`config.mk`:
```
export PLATFORM = sky130hd
export DESIGN_NAME = fetch_buffer
export DESIGN_NICKNAME = d
export VERILOG_FILES = /design/src/rtl/fetch_buffer_pkg.sv /design/src/rtl/instr_fifo2.sv /design/src/rtl/fetch_buffer.sv
export SDC_FILE = /design/constraint.sdc
export NUM_CORES = 1
export LEC_CHECK = 0
export BUFFER_PORTS_ARGS = -buffer_cell sky130_fd_sc_hd__buf_2
export CORE_MARGIN = 2
export CORE_UTILIZATION = 61
export DETAILED_ROUTE_END_ITERATION = 12
export PLACE_DENSITY = 0.81
export SYNTH_ARGS = -nofsm -noshare
export SYNTH_HDL_FRONTEND = slang
export SYNTH_SLANG_ARGS = --single-unit
```
`constraint.sdc`:
```
create_clock -name clk -period 7.5 [get_ports clk]
set_clock_uncertainty 0.1 [all_clocks]
set_input_delay 0.375 -clock clk [delete_from_list [all_inputs] [get_ports clk]]
set_output_delay 0.375 -clock clk [all_outputs]
set_load 0.1 [all_outputs]
```
`src/rtl/fetch_buffer_pkg.sv`:
```
// fetch_buffer_pkg
//   Shared definitions for the fetch front end and decode: datapath width,
//   ROM address width, the canonical NOP, base opcodes, the queue entry
//   layout and a small PC alignment helper.
package fetch_buffer_pkg;

   localparam int XLEN   = 32;
   localparam int ROM_AW = 10;

   // addi x0, x0, 0
   localparam logic [XLEN-1:0] NOP = 32'h0000_0013;

   // Major opcodes (instr[6:0]) recognised by decode.
   typedef enum logic [6:0] {
      I_IMM  = 7'b0010011,
      LOAD   = 7'b0000011,
      JAL    = 7'b1101111,
      S_TYPE = 7'b0100011,
      R_TYPE = 7'b0110011,
      B_TYPE = 7'b1100011
   } opcode_t;

   // One fetch queue slot: byte PC plus the instruction fetched from it.
   typedef struct packed {
      logic [XLEN-1:0] pc;
      logic [XLEN-1:0] instr;
   } fetch_entry_t;

   // Word-align a byte address (low two bits forced to zero).
   function automatic logic [XLEN-1:0] align_word(input logic [XLEN-1:0] addr);
      return {addr[XLEN-1:2], 2'b00};
   endfunction

endpackage

```
`src/rtl/instr_fifo2.sv`:
```
// instr_fifo2
//   Circular instruction queue with up to two pushes and two pops per cycle
//   and a single-cycle flush. Entries are {pc, instr}; program order is kept
//   by writing at tail / tail+1 and reading at head / head+1. Pointers wrap
//   modulo DEPTH, so DEPTH need not be a power of two. Storage is not reset.
//
// Ports
//   clk, rst     : clock, synchronous active-high reset
//   flush        : empty the queue this cycle (wins over push/pop)
//   push_n       : number of entries to enqueue (0..2)
//   push_pc1/2, push_instr1/2 : entries written at tail, tail+1
//   pop_n        : number of entries to dequeue (0..2), must not exceed count
//   count        : current occupancy
//   head_pc1/2, head_instr1/2 : entries at head, head+1 (don't-care if empty)
module instr_fifo2
   import fetch_buffer_pkg::*;
#(
   parameter int DEPTH = 8,
   localparam int CW = $clog2(DEPTH + 1),
   localparam int PW = $clog2(DEPTH)
) (
   input  logic            clk,
   input  logic            rst,
   input  logic            flush,
   input  logic [1:0]      push_n,
   input  logic [XLEN-1:0] push_pc1,
   input  logic [XLEN-1:0] push_instr1,
   input  logic [XLEN-1:0] push_pc2,
   input  logic [XLEN-1:0] push_instr2,
   input  logic [1:0]      pop_n,
   output logic [CW-1:0]   count,
   output logic [XLEN-1:0] head_pc1,
   output logic [XLEN-1:0] head_instr1,
   output logic [XLEN-1:0] head_pc2,
   output logic [XLEN-1:0] head_instr2
);

   fetch_entry_t  mem [DEPTH];
   logic [PW-1:0] head;
   logic [PW-1:0] tail;
   logic [PW-1:0] head_nxt1;
   logic [PW-1:0] tail_nxt1;
   fetch_entry_t  rd1;
   fetch_entry_t  rd2;

   // Pointer advance by 0..2 with wrap at DEPTH (not necessarily 2^PW).
   function automatic logic [PW-1:0] ptr_add(input logic [PW-1:0] p,
                                              input logic [1:0]    n);
      logic [PW+1:0] s;
      s = {2'b00, p} + {{PW{1'b0}}, n};
      if (s >= (PW+2)'(DEPTH))
         s = s - (PW+2)'(DEPTH);
      return s[PW-1:0];
   endfunction

   assign head_nxt1 = ptr_add(head, 2'd1);
   assign tail_nxt1 = ptr_add(tail, 2'd1);

   // Data array: written only on accepted pushes, never cleared.
   always_ff @(posedge clk) begin
      if (!rst && !flush) begin
         if (push_n != 2'd0)
            mem[tail] <= '{pc: push_pc1, instr: push_instr1};
         if (push_n == 2'd2)
            mem[tail_nxt1] <= '{pc: push_pc2, instr: push_instr2};
      end
   end

   always_ff @(posedge clk) begin
      if (rst || flush) begin
         head  <= '0;
         tail  <= '0;
         count <= '0;
      end else begin
         assert (int'(pop_n) <= int'(count));
         assert (int'(count) + int'(push_n) - int'(pop_n) <= DEPTH);
         head  <= ptr_add(head, pop_n);
         tail  <= ptr_add(tail, push_n);
         count <= count + CW'(push_n) - CW'(pop_n);
      end
   end

   assign rd1         = mem[head];
   assign rd2         = mem[head_nxt1];
   assign head_pc1    = rd1.pc;
   assign head_instr1 = rd1.instr;
   assign head_pc2    = rd2.pc;
   assign head_instr2 = rd2.instr;

endmodule

```
`src/rtl/fetch_buffer.sv`:
```
// fetch_buffer
//   Instruction fetch front end. Drives a word address into a dual-issue
//   ROM (1-cycle latency, returns word and word+1), captures each response
//   into a DEPTH-entry queue and presents the two oldest entries to decode.
//   A fetch is only issued when the queue is guaranteed room for it and for
//   any response still in flight, so the queue can never overflow. A
//   redirect flushes the queue, drops any in-flight response and restarts
//   fetch at the new (word-aligned) PC.
//
// Ports
//   clk, rst           : clock, synchronous active-high reset
//   rom_addr           : ROM word address, pc[11:2]
//   rom_instr1/2       : ROM words at last cycle's rom_addr and rom_addr+1
//   redirect_valid/pc  : branch/jump redirect, pc[1:0] ignored
//   id_ready           : decode takes every valid output slot this cycle
//   out_valid1/2       : head / head+1 valid
//   out_instr1/2       : instructions at head / head+1
//   out_pc1/2          : their byte PCs
module fetch_buffer
   import fetch_buffer_pkg::*;
#(
   parameter int          DEPTH    = 8,
   parameter logic [31:0] RESET_PC = 32'h0000_0000
) (
   input  logic              clk,
   input  logic              rst,
   output logic [ROM_AW-1:0] rom_addr,
   input  logic [XLEN-1:0]   rom_instr1,
   input  logic [XLEN-1:0]   rom_instr2,
   input  logic              redirect_valid,
   input  logic [XLEN-1:0]   redirect_pc,
   input  logic              id_ready,
   output logic              out_valid1,
   output logic              out_valid2,
   output logic [XLEN-1:0]   out_instr1,
   output logic [XLEN-1:0]   out_instr2,
   output logic [XLEN-1:0]   out_pc1,
   output logic [XLEN-1:0]   out_pc2
);

   localparam int CW = $clog2(DEPTH + 1);

   logic [XLEN-1:0] pc;
   logic [XLEN-1:0] pc_req;
   logic            inflight;
   logic [CW-1:0]   count;
   logic [CW+1:0]   need;
   logic            issue;
   logic            pc_at_wrap;
   logic            req_at_wrap;
   logic [1:0]      push_n;
   logic [1:0]      pop_n;
   logic            unused_redirect_lsbs;

   assign unused_redirect_lsbs = ^redirect_pc[1:0];

   assign rom_addr = pc[11:2];

   // Last ROM word: its +1 partner would wrap to word 0, which belongs to
   // the next 4 KiB page, so only one instruction is taken from this fetch.
   assign pc_at_wrap  = &pc[11:2];
   assign req_at_wrap = &pc_req[11:2];

   // Space check uses occupancy before this cycle's dequeue and reserves two
   // slots for a response already on its way, so a full queue can never be
   // overrun even if decode stalls.
   assign need  = (CW+2)'(count) + (CW+2)'({inflight, 1'b0}) + (CW+2)'(2);
   assign issue = !redirect_valid && (need <= (CW+2)'(DEPTH));

   // Response capture: dropped on redirect (it belongs to the old stream).
   always_comb begin
      push_n = 2'd0;
      if (inflight && !redirect_valid)
         push_n = req_at_wrap ? 2'd1 : 2'd2;
   end

   assign out_valid1 = (count != '0);
   assign out_valid2 = (count >= CW'(2));

   // Decode takes every valid slot; a redirect flushes instead.
   always_comb begin
      pop_n = 2'd0;
      if (id_ready && !redirect_valid)
         pop_n = {1'b0, out_valid1} + {1'b0, out_valid2};
   end

   always_ff @(posedge clk) begin
      if (rst) begin
         pc       <= RESET_PC;
         pc_req   <= RESET_PC;
         inflight <= 1'b0;
      end else if (redirect_valid) begin
         pc       <= align_word(redirect_pc);
         inflight <= 1'b0;
      end else if (issue) begin
         pc_req   <= pc;
         pc       <= pc + (pc_at_wrap ? 32'd4 : 32'd8);
         inflight <= 1'b1;
      end else begin
         inflight <= 1'b0;
      end
   end

   instr_fifo2 #(.DEPTH(DEPTH)) u_fifo (
      .clk         (clk),
      .rst         (rst),
      .flush       (redirect_valid),
      .push_n      (push_n),
      .push_pc1    (pc_req),
      .push_instr1 (rom_instr1),
      .push_pc2    (pc_req + 32'd4),
      .push_instr2 (rom_instr2),
      .pop_n       (pop_n),
      .count       (count),
      .head_pc1    (out_pc1),
      .head_instr1 (out_instr1),
      .head_pc2    (out_pc2),
      .head_instr2 (out_instr2)
   );

endmodule

```
==> results.py, run 1 <==
metrics = {
    "sta": {
        "rsz0062_at_grt": "no",
        "slew_headroom": 0.1043,
        "tightest_slew_ps": 1331,
        "final_max_slew_viol_count": 0,
        "setup_viol": 0,
        "hold_viol": 0,
        "finalSetupTns_ps": 0,
        "min_period_ps": 4610,
        "max_freq_mhz": 216.9,
        "period_share": 0.6146,
    },
    "worst_setup_path": {
        "slowest_stage": "buf_4",
        "cpMostUsedCell": "buf_4",
        "path_max_fanout": 46,
        "ff2ff_setup_slack_ps": 3240,
        "path_cells": "buf_4 -> buf_4 -> mux4_2 -> mux2_2 -> buf_2",
        "criticalPathCategory": "reg -> out",
        "crit_path_max_incr_delay_ps": 880,
        "worst_ep_arrival_time_ps": 4130,
        "end_kind": "primary output",
        "worstPathRequired_ps": 7030,
        "worstSetupStartpointType": "flip-flop",
    },
    "yosys": {
        "synth_top_family_by_area": "multiplexers",
        "seq_area_frac_synth": 0.5054,
        "synth_enable_flop_cells": 496,
        "yosys_warnings": 0,
        "synth_area_leaders": "edfxtp_1 46%, mux4_2 17%, nand2_1 11%, dfxtp_1 4.4%, mux2_2 4.4%",
        "yosys.area_share.xor_xnor": 0.04829,
        "syn_inst": 2820,
        "async_reset_ff_frac": 0,
        "synth_compound_area_frac": 0.02077,
        "syn_area_per_cell_um2": 11.45,
        "synth.distinct_cells": 52,
        "synth_top_cell_by_area": "edfxtp_1",
        "yosysMostFrequentCell": "nand2_1",
        "synth_flop_cell": "edfxtp_1",
        "synth_common_cells": "949 x nand2_1, 496 x edfxtp_1, 248 x mux4_2",
        "synth.area.mux_share": 0.2179,
        "synthAdderAreaFrac": 0.009689,
        "synth_simple_gate_area_frac": 0.1442,
        "synth_top_area_share": 0.4613,
        "synth-seq-cells": 567,
        "netlist_area_um2": 32280,
    },
    "layout": {
        "layout-drive-gt1-share": 0.2723,
        "area_delta_synth_final_pct": 9.782,
        "nets": 2939,
        "fillCellCount": 3562,
        "fin_util": 0.6758,
    },
    "global_routing": {
        "grt_pass1_wl_um": 139000,
        "grt_max_degree": 144,
        "grt.overflow.total": 0,
        "antenna_found_initial": 11,
        "grt_util_met2": 0.5537,
        "busiest_layer": "met2",
        "grtUsageTotal": 0.3420,
        "grt_pass1_vias": 23711,
        "use_met3": 0.07308,
        "use_met1": 0.4325,
    },
    "min_path": {
        "hold_path_class": "in -> reg",
    },
    "drt": {
        "initialDrtViolationCount": 3211,
        "dr_total_vias": 23522,
        "ant_nets": 0,
        "drt-total-wl_um": 93120,
        "drc": 0,
        "viasPerCell": 6.600,
        "dr.pass1.iters": 6,
        "wire_per_inst_um": 26.13,
    },
    "floorplanning": {
        "pin_count": 240,
        "fp.coreArea_um2": 52450,
        "die_h_um": 234.1,
        "dieArea_um2": 54780,
        "rows": 84,
        "die_x_um": 234.1,
        "initial_core_util": 0.6156,
    },
    "cts": {
        "clkSinkCount": 567,
        "clock_path_buffers": 3,
        "cts_tree": "yes",
        "insertion_delay_ps": 620,
        "cts_resized": 0,
        "cts_made_buffers": 58,
        "path_clk_slew_ps": 60,
        "cts_htree_levels": 2,
        "post_cts_buffers": 0,
        "clockRootBuffer": "clkbuf_16",
        "ctsHoldBuffers": 22,
    },
    "run": {
        "drv_cap": 0,
    },
    "pwr": {
        "p_int_mw": 5.941,
        "power.leakage_nw": 13.10,
        "switching_power_mw": 3.109,
        "p_sw_frac": 0.3436,
        "irDropWorstVdd_uv": 324.4,
        "cellPowerDensity_nw_per_um2": 255.3,
        "p_seq_frac": 0.399,
        "power_frac_comb": 0.275,
        "power_frac_clock": 0.326,
    },
    "placed_design": {
        "gp_congestion": 0.8829,
        "hpwl_um": 54110,
        "io_buffers": 233,
    },
    "status": {
        "status": "finished, final reports clean",
    },
}
-- cell type report --
class | instances | area (µm²) | share of cell area
multi-input combinational | 1852 | 14450 | 0.4076
clock inverter | 32 | 370.4 | 0.01045
inverter | 39 | 146.4 | 0.004130
antenna | 12 | 30.03 | 0.0008472
clock buffer | 75 | 1536 | 0.04335
timing repair buffer | 299 | 1727 | 0.04872
tap | 688 | 860.8 | 0.02429
sequential | 567 | 16330 | 0.4607
-- metal layers --
| metal | wire (µm) | part of all wire |
|---|---|---|
| met5 | 31 | 0.00033 |
| met4 | 5196 | 0.056 |
| met3 | 11480 | 0.12 |
| met2 | 44890 | 0.48 |
| met1 | 31520 | 0.34 |
-- cells by family after synthesis --
family,count (synthesis)
flip-flops,567
XOR/XNOR,178
AND/OR/NAND/NOR,1159
adder cells (fa/ha/maj),22
other,1
multiplexers,377
AO/OA/AOI/OAI,112
buffers and inverters,404
-- power by group through the flow --
stage | Combinational, mW | Clock (mW) | Sequential [mW]
after floorplan | 2.10 | 0 | 3.61
after global placement | 2.42 | 0 | 3.67
after detailed placement | 2.46 | 0 | 3.67
after CTS | 2.48 | 2.95 | 3.61
after global routing | 2.60 | 3.08 | 3.62
final | 2.49 | 2.95 | 3.61
-- placed cells by master, fill, tap and decap left out, types with 39 or more instances in the layout --
cell type	n
a21oi_1	55
nor2_1	93
xor2_1	91
mux4_2	248
nand2_1	941
buf_4	42
xnor2_1	86
clkbuf_16	59
mux2_2	126
inv_1	39
edfxtp_1	496
buf_2	233
dfxtp_1	68
-- final timing paths --
check | from | endpoint | cells past startpoint
min reg2reg | pc[23]$_SDFFE_PP0P_ | pc_req[23]$_SDFFE_PP0P_ | 2
min | rom_instr2[23] | u_fifo.mem[6][23]$_DFFE_PP_ | 3
max | u_fifo.head[1]$_SDFF_PP0_ | out_instr1[0] | 5
max reg2reg | pc_req[2]$_SDFFE_PP0P_ | u_fifo.count[3]$_SDFF_PP0_ | 11
-- state kept, by name, indices dropped and copies added (netlist names) --
name,cells
u_fifo.tail,3
inflight,1
pc_req,30
u_fifo.head,3
u_fifo.count,4
pc,30
u_fifo.mem,496
-- critical path, delay by kind of cell, from the launching register on --
family | cells | cell delay (ps)
DFF | 1 | 640
muxes | 2 | 950
buffers and inverters | 3 | 1870
-- through the flow --
step	total power, mW	setup WS [ps]	hold WS [ps]	instance area, µm²	std cells
floorplan	5.713	1066	344.4	32300	2823
global placement	6.082	3234	381.0	33270	3422
detailed placement	6.131	3137	389.3	33270	3422
CTS	9.042	2823	0.7653	35400	3551
global route	9.300	2608	34.07	35430	3559
finish	9.050	2890	23.74	35440	3564
Note: power is estimated with default switching activity, not from simulation.
==> run 2, diff against run 1 <==
--- a/config.mk
+++ b/config.mk
@@ -7,9 +7,9 @@
 export LEC_CHECK = 0
 export BUFFER_PORTS_ARGS = -buffer_cell sky130_fd_sc_hd__buf_2
 export CORE_MARGIN = 2
-export CORE_UTILIZATION = 61
+export CORE_UTILIZATION = 55
 export DETAILED_ROUTE_END_ITERATION = 12
-export PLACE_DENSITY = 0.81
+export PLACE_DENSITY = 0.77
 export SYNTH_ARGS = -nofsm -noshare
 export SYNTH_HDL_FRONTEND = slang
 export SYNTH_SLANG_ARGS = --single-unit
==> constraint.sdc (replaced) <==
create_clock -name clk -period 4.15 [get_ports clk]
set_clock_uncertainty 0.1 [all_clocks]
set_input_delay 0.2075 -clock clk [delete_from_list [all_inputs] [get_ports clk]]
set_output_delay 0.2075 -clock clk [all_outputs]
set_load 0.1 [all_outputs]
==> run 2 against run 1 <==
Non-clock buffer count increased by 124. Flip-flop and latch count unchanged. Final cell count increased by 5.5%. Wire length increased by 3.5%. Die area increased by 11%. Global-route usage decreased by 2.4 points. Sequential share of layout area decreased by 1.9 points. Via count increased by 1.1%. Worst setup slack got worse by 2500 ps. Critical path type unchanged. Critical endpoint is now out_pc2[8].
==> results.py, run 2 (synthesized netlist as in run 1, its figures left out) <==
metrics = {
    "cts": {
        "path_clk_slew_ps": 60,
        "post_cts_buffers": 0,
        "insertion_delay_ps": 650,
        "clock_path_buffers": 3,
        "cts_htree_levels": 2,
        "cts_tree": "yes",
        "clkSinkCount": 567,
        "cts_made_buffers": 60,
        "clockRootBuffer": "clkbuf_16",
        "cts_resized": 0,
    },
    "layout": {
        "seqCellArea_um2": 16330,
        "mostFrequentLayoutCell": "nand2_1",
        "top_regs": "u_fifo.mem (496), pc (30), pc_req (30)",
        "finish.instance_area_um2": 36940,
        "regMostFlops": "u_fifo.mem",
        "fillCellCount": 4161,
        "area_delta_synth_final_pct": 14.43,
        "fin_util": 0.6379,
        "final_cell_mix": "941 x nand2_1, 496 x edfxtp_1, 248 x mux4_2, 233 x buf_2, 127 x dlygate4sd3_1",
        "multi_input_area_um2": 14440,
        "largest_reg_flops": 496,
        "fin_cells": 3759,
        "layout-drive-gt1-share": 0.2695,
        "nets": 3065,
    },
    "sta": {
        "max_freq_mhz": 265.6,
        "min_period_ps": 3765,
        "hold_viol": 0,
        "rsz0062_at_grt": "no",
        "setup_slack_ps": 385.3,
        "tightest_slew_ps": 1383,
        "final_max_slew_viol_count": 0,
        "timing.hold.ws_ps": 16.96,
        "setup_viol": 0,
        "period_share": 0.9072,
        "slew_headroom": 0.07453,
        "finalSetupTns_ps": 0,
    },
    "pwr": {
        "cellPowerDensity_nw_per_um2": 450.3,
        "total_power_mw": 16.64,
        "irDropWorstVdd_uv": 769.2,
        "power.leakage_nw": 13.71,
    },
    "worst_setup_path": {
        "worst_ep_arrival_time_ps": 3460,
        "criticalPathCategory": "reg -> out",
        "worstSetupStartpointType": "flip-flop",
        "worstPathRequired_ps": 3840,
        "path_max_fanout": 50,
        "end_kind": "primary output",
    },
    "placed_design": {
        "place_inst": 3519,
        "hpwl_um": 55330,
        "place_area_um2": 33670,
        "gp_congestion": 0.8674,
        "pre_cts_ws_ps": 604.9,
        "io_buffers": 233,
    },
    "drt": {
        "drc": 0,
        "dr.pass1.iters": 8,
        "ant_nets": 0,
        "drt-total-wl_um": 96350,
        "initialDrtViolationCount": 3028,
        "dr_total_vias": 23779,
        "viasPerCell": 6.326,
        "wire_per_inst_um": 25.63,
    },
    "min_path": {
        "hold_path_class": "in -> reg",
    },
    "floorplanning": {
        "die_x_um": 246.3,
        "initial_core_util": 0.5574,
        "rows": 88,
        "dieArea_um2": 60650,
        "pin_count": 240,
        "die_h_um": 246.3,
        "fp.coreArea_um2": 57920,
    },
    "global_routing": {
        "grt_pass1_vias": 24539,
        "grt.overflow.total": 0,
        "antenna_found_initial": 5,
        "grt_max_degree": 108,
        "grtUsageTotal": 0.3178,
        "grt_pass1_wl_um": 143900,
    },
    "status": {
        "status": "finished, final reports clean",
    },
    "run": {
        "drv_cap": 0,
    },
}
[run 2: cell types whose count changed in the layout (fill, tap and decap cells not counted), sizes merged]
| cell | before | now |
|---|---|---|
| dlygate4sd3 | 22 | 127 |
| buf | 276 | 296 |
| diode | 12 | 3 |
| clkbuf | 76 | 72 |
| clkinv | 20 | 24 |
| clkinvlp | 3 | 5 |
| bufinv | 8 | 7 |
| inv | 40 | 41 |
[run 2: critical path, cell delays in order, from the launching register on]
cell and delay [ps]:
dfxtp_4 640, ha_4 690, buf_12 400, mux4_2 400, mux2_2 340, buf_2 310
[run 2: power breakdown]
part	switching [mW]	total (mW)	internal (mW)
registers	0.154	6.50	6.34
logic	3.26	4.64	1.38
clock network	2.30	5.50	3.20
total	5.72	16.6	10.9
[run 2: final cells by class]
type / count / share of cell area
Antenna cell: 3 / 0.0002032
Clock inverter: 38 / 0.01016
Timing Repair Buffer: 423 / 0.08318
Inverter: 39 / 0.003963
Sequential cell: 567 / 0.4419
Tap cell: 765 / 0.02591
Multi-Input combinational cell: 1852 / 0.3908
Clock buffer: 72 / 0.04383
[run 2: repair_timing]
action | in CTS | in global routing
endpoints found under the hold margin | 291 | 0
setup endpoints to repair | 0 | 0
hold buffers | 127 | 0
[run 2: worst paths after layout]
path	startpoint	end	slack, ps	cells past startpoint
setup / recovery	u_fifo.head[1]$_SDFF_PP0_	out_pc2[8]	390	5
hold / removal	id_ready	u_fifo.head[0]$_SDFF_PP0_	20	4
setup reg to reg	pc_req[9]$_SDFFE_PP0P_	u_fifo.mem[6][13]$_DFFE_PP_	480	7
hold reg to reg	pc[31]$_SDFFE_PP0P_	pc_req[31]$_SDFFE_PP0P_	370	2
[run 2: per-layer routing]
layer	track usage	wire, µm
met1	0.3969	33340
met2	0.5259	46900
met3	0.06503	11310
met4	0.1646	4776
met5	0	33
